`src/rtl/coa_counter_pkg.sv`:
```
// Shared definitions for the COA lab counters: direction encoding and the
// count value at which each direction wraps.
package coa_counter_pkg;

    localparam logic DIR_UP   = 1'b1;
    localparam logic DIR_DOWN = 1'b0;

    // Counting up wraps after MODULO-1, counting down wraps after 0.
    function automatic int boundary_value(input logic dir, input int modulo);
        return (dir == DIR_UP) ? (modulo - 1) : 0;
    endfunction

endpackage

```
`src/rtl/tff_mod_counter_if.sv`:
```
// Control and status bundle of the modulo counter; the driver owns the
// controls and the counter owns the status.
interface tff_mod_counter_if #(
    parameter int WIDTH = 4
);
    logic             en;
    logic             up;
    logic             load;
    logic [WIDTH-1:0] d;
    logic [WIDTH-1:0] q;
    logic             tc;
    logic             wrap;
    logic             load_err;

    modport master (
        output en, up, load, d,
        input  q, tc, wrap, load_err
    );

    modport slave (
        input  en, up, load, d,
        output q, tc, wrap, load_err
    );
endinterface

```
`src/rtl/tff_cell.sv`:
```
// Single toggle flip-flop: q inverts on each rising clk while t is high.
module tff_cell (
    input  logic clk,
    input  logic rst,
    input  logic t,
    output logic q
);
    logic q_q;

    always_ff @(posedge clk or posedge rst) begin
        if (rst) begin
            q_q <= 1'b0;
        end else if (t) begin
            q_q <= ~q_q;
        end
    end

    assign q = q_q;
endmodule

```
`src/rtl/tff_mod_counter.sv`:
```
// Modulo-N up/down counter built from T cells; each cell toggles wherever
// the computed next count differs from the current count.
module tff_mod_counter
    import coa_counter_pkg::*;
#(
    parameter int WIDTH  = 4,
    parameter int MODULO = 10
) (
    input  logic              clk,
    input  logic              rst,
    tff_mod_counter_if.slave  bus
);
    localparam logic [WIDTH-1:0] MAX_Q     = WIDTH'(MODULO - 1);
    localparam logic [WIDTH:0]   MODULO_EXT = (WIDTH + 1)'(MODULO);

    logic [WIDTH-1:0] count_q;
    logic [WIDTH-1:0] count_d;
    logic [WIDTH-1:0] toggle;
    logic             wrap_q;
    logic             wrap_d;
    logic             load_err_q;
    logic             load_err_d;
    logic             d_in_range;

    // Widened by one bit so MODULO == 2**WIDTH compares correctly.
    assign d_in_range = ({1'b0, bus.d} < MODULO_EXT);

    always_comb begin
        count_d    = count_q;
        wrap_d     = 1'b0;
        load_err_d = 1'b0;
        if (bus.load) begin
            if (d_in_range) begin
                count_d = bus.d;
            end else begin
                count_d    = '0;
                load_err_d = 1'b1;
            end
        end else if (bus.en) begin
            if (bus.up == DIR_UP) begin
                if (count_q == MAX_Q) begin
                    count_d = '0;
                    wrap_d  = 1'b1;
                end else begin
                    count_d = count_q + 1'b1;
                end
            end else begin
                if (count_q == '0) begin
                    count_d = MAX_Q;
                    wrap_d  = 1'b1;
                end else begin
                    count_d = count_q - 1'b1;
                end
            end
        end
    end

    assign toggle = count_q ^ count_d;

    for (genvar gi = 0; gi < WIDTH; gi++) begin : g_cell
        tff_cell u_cell (
            .clk (clk),
            .rst (rst),
            .t   (toggle[gi]),
            .q   (count_q[gi])
        );
    end

    always_ff @(posedge clk or posedge rst) begin
        if (rst) begin
            wrap_q     <= 1'b0;
            load_err_q <= 1'b0;
        end else begin
            wrap_q     <= wrap_d;
            load_err_q <= load_err_d;
        end
    end

    // Combinational so a cascaded stage can use it as its enable this cycle.
    assign bus.tc       = bus.en && (count_q == WIDTH'(boundary_value(bus.up, MODULO)));
    assign bus.q        = count_q;
    assign bus.wrap     = wrap_q;
    assign bus.load_err = load_err_q;
endmodule

```
`src/flat_wrapper.sv`:
```
// flat-port wrapper written by rule: the top's interface ports become plain ports
module tff_mod_counter_flat import coa_counter_pkg::*;
#(
    parameter int WIDTH  = 4,
    parameter int MODULO = 10
)
  (clk, rst, bus_en, bus_up, bus_load, bus_d, bus_q, bus_tc, bus_wrap, bus_load_err);
  tff_mod_counter_if #(.WIDTH(WIDTH)) bus_i ();
  input  logic clk;
  input  logic rst;
  input wire logic [$bits(bus_i.en)-1:0] bus_en;
  input wire logic [$bits(bus_i.up)-1:0] bus_up;
  input wire logic [$bits(bus_i.load)-1:0] bus_load;
  input wire logic [$bits(bus_i.d)-1:0] bus_d;
  output wire logic [$bits(bus_i.q)-1:0] bus_q;
  output wire logic [$bits(bus_i.tc)-1:0] bus_tc;
  output wire logic [$bits(bus_i.wrap)-1:0] bus_wrap;
  output wire logic [$bits(bus_i.load_err)-1:0] bus_load_err;
  assign bus_i.en = bus_en;
  assign bus_i.up = bus_up;
  assign bus_i.load = bus_load;
  assign bus_i.d = bus_d;
  assign bus_q = bus_i.q;
  assign bus_tc = bus_i.tc;
  assign bus_wrap = bus_i.wrap;
  assign bus_load_err = bus_i.load_err;
  tff_mod_counter #(.WIDTH(WIDTH), .MODULO(MODULO)) u_core (.clk(clk), .rst(rst), .bus(bus_i));
endmodule
```
`config.mk`:
```
export PLATFORM = sky130hd
export DESIGN_NAME = tff_mod_counter_flat
export DESIGN_NICKNAME = d
export VERILOG_FILES = /design/src/rtl/coa_counter_pkg.sv /design/src/rtl/tff_mod_counter_if.sv /design/src/rtl/tff_cell.sv /design/src/rtl/tff_mod_counter.sv /design/src/flat_wrapper.sv
export SDC_FILE = /design/constraint.sdc
export NUM_CORES = 1
export LEC_CHECK = 0
export ABC_AREA = 1
export BUFFER_PORTS_ARGS = -buffer_cell sky130_fd_sc_hd__clkbuf_2
export CAP_MARGIN = 0
export CORE_MARGIN = 3
export CORE_UTILIZATION = 30
export DETAILED_ROUTE_END_ITERATION = 10
export PLACE_DENSITY = 0.6
export SYNTH_ARGS = -nofsm -noshare
export SYNTH_HDL_FRONTEND = slang
export SYNTH_SLANG_ARGS = --single-unit
```
`constraint.sdc`:
```
create_clock -name clk -period 1.5 [get_ports clk]
set_input_delay 0.3 -clock clk [delete_from_list [all_inputs] [get_ports clk]]
set_output_delay 0.3 -clock clk [all_outputs]
set_load 0.02 [all_outputs]
```
==> summary.txt <==
Floorplanning
  – Rows: 14
  – Die area: 2330 um2
  – Starting Density: 0.336
  – Core area: 1590 um2
  – Die Wd: 48.3 um
  – Die Span Y: 48.3 um
  – IO Count: 16

Placed design
  – Dpl hpwl: 939 um
  – Pre-CTS WS: 0.0757 ns
  – Port bufs: 15
  – DP Area: 614 um2
  – Final GP Congestion: 0.809
  – Cells after DPL: 112

Worst setup path
  – Critical path launch point: u_core.g_cell[1].u_cell.q$_DFFE_PP0P_
  – Critical path class: reg2out
  – Cell family with most CP delay: flip-flops
  – Worst reg2reg path startpoint: u_core.g_cell[1].u_cell.q$_DFFE_PP0P_
  – CP startpoint kind: flop
  – CP Capture Type: primary output
  – Slowest CP cell: dfrtp_2
  – Crit path buf inv count: 1
  – Crit-path max cell delay: 0.43 ns
  – Crit-path cells: nor2_4, o211ai_1, nor2_1, clkbuf_2
  – Reg2Reg Setup Slack: 0.09 ns
  – Req. time, crit path: 1.20 ns
  – Worst endpoint data arrival time: 1.15 ns
  – Max FO, Critical Path: 3

Cells and area
  – Area delta synth->final: 26.6%
  – Share of cells above drive strength 1: 0.368
  – Antenna diodes: 0
  – Final layout net count: 109
  – Final instance area: 678 um2
  – Final Non-Filler Cells: 119

Yosys
  – Mapped Cells: 76
  – Synth unique cells: 20
  – Post-synth top area cell: dfrtp_1
  – Syn_nets: 88
  – Area fraction of the dominant cell type after synthesis: 0.280
  – Mapped cell area: 536 um2
  – Main flop type after synthesis: dfrtp_1
  – Dominant cells by area after synthesis: dfrtp_1, nand2_1, nand3_1, buf_4, ha_1
  – Commonest cells post-synth: nand2_1, nand3_1, inv_1, nor2_1
  – Seq/Total Area, Yosys: 0.280
  – Count leader, synth: nand2_1
  – Asr flop ratio synth: 1.00
  – Syn. warnings: 0
  – EDFF count, synth: 0
  – Yosys reg bits: 6
  – Avg Cell Area, Syn: 7.05 um2

Worst hold path
  – Hold Path Origin: bus_load
  – Hold Crit Class: in2reg

STA
  – Max Freq: 687 MHz
  – Worst-Margin Slew: 0.307 ns
  – Total Neg Setup Slack: 0 ns
  – Slew headroom: 0.793
  – Final setup fails: 0
  – Min Tclk post-route: 1.45 ns
  – Final period util: 0.970
  – RSZ-0062 raised after global routing: yes
  – Worst setup margin: 0.0452 ns
  – Final hold vios: 0
  – Pins Over Slew Limit: 0
  – Setup Skew: 0.00274 ns

Pwr
  – LEAKAGE: 0.000368 uW
  – Peak VDD IR: 283 uV
  – Power density over cell area: 868 nW/um2
  – Post-layout power: 589 uW

Run status
  – Outcome: complete, no violations

Detailed routing
  – Routed wire length: 1.22 mm
  – Starting DRT DRC Count: 14
  – Initial DRT Pass Iterations: 4
  – Post-route ant nets: 0
  – Number of vias per cell: 4.61
  – Drt drc: 0
  – Drt wl/cell: 10.2 um
  – Total number of vias: 548

Clock tree
  – Clk_lat worst skew: 0.25 ns
  – Clock Sink Count: 6
  – Clk root buf: clkbuf_4
  – # H-tree levels: 1
  – Reg clk slew, reported paths: 0.05 ns
  – Clock tree buffer depth: 2
  – CTS tree: yes
  – Cts bufs inserted: 3

GRT
  – Total track usage: 0.115
  – Largest net degree at the start of global routing: 9
  – Global-route wire length before repair: 1.96 mm
  – Total global routing overflow: 0
  – Initial antenna violation count: 0
  – Vias in the first global route: 484

Job
  – Max Cap Viol: 0
where the power goes:
group	leakage [uW]	internal [uW]	switching (uW)
clock network	0.0000138	90.6	59.9
registers	0.0000728	179	20.8
logic	0.000281	102	136
layout make-up:
class	count	area [um2]
fillers	165	916
multi-input cells	55	308
flip-flops and latches	6	154
repair buffers	22	130
inverters	9	33.8
well taps	24	30.0
clock buffers	3	22.5
cells in the final DEF, fill, tap and decap left out, types with 2 or more instances in the layout:
master,instances
buf_4,6
o211ai_1,2
o21ai_1,2
nand2_1,17
nor2_1,6
dfrtp_1,3
ha_1,2
dfrtp_2,3
inv_1,7
clkbuf_2,15
nand3_1,9
inv_2,2
o21ai_0,2
clkbuf_4,3
a21oi_1,6
final timing paths:
kind / end / cells after the start
worst min register to register: u_core.g_cell[0].u_cell.q$_DFFE_PP0P_ / 2
worst min-delay path: u_core.bus.wrap$_DFF_PP0_ / 2
worst max register to register: u_core.g_cell[2].u_cell.q$_DFFE_PP0P_ / 9
min in group asynchronous: u_core.g_cell[3].u_cell.q$_DFFE_PP0P_ / 3
max in group asynchronous: u_core.g_cell[0].u_cell.q$_DFFE_PP0P_ / 3
worst max-delay path: bus_tc / 4
per-stage QoR:
| step | utilization | hold WS (ns) |
|---|---|---|
| floorplan | - | 0.0910 |
| global placement | 0.385 | 0.202 |
| detailed placement | 0.385 | 0.201 |
| CTS | 0.422 | 0.289 |
| global route | 0.425 | 0.311 |
| finish | 0.425 | 0.297 |
cell families after synthesis:
group,share of synthesized area
simple gates,0.357
xor+xnor,0.0164
compound gates,0.121
flops,0.280
fa+ha+maj,0.0701
buf+inv,0.154
routing by layer:
metal	track usage	up-vias	wire length, um	part of all wire
met5	0	-	0	0
met4	0.0161	0	11	0.0090
met3	0.0221	3	41	0.034
met2	0.190	10	609	0.50
met1	0.158	251	556	0.46
li1	-	284	-	-
state kept, by name (all words and copies together), names as in the netlist:
signal,flops
u_core.bus.load_err,1
u_core.g_cell.u_cell.q,4
u_core.bus.wrap,1
worst reg2reg max path, stage by stage (launching register included):
cell,delay (ns)
dfrtp_2,0.43
buf_4,0.15
inv_1,0.07
ha_2,0.22
nor2_1,0.05
nand3b_1,0.16
nand3_2,0.08
nand2_1,0.05
nand2_1,0.05
nand2_1,0.04
what timing repair did:
item | in CTS | in global routing
resized for setup | 2 | 3
setup endpoints to repair | 1 | 2
endpoints found under the hold margin | 6 | 0
hold buffers | 1 | 0
setup buffers | 3 | 0
(Power assumes the default switching activity.)
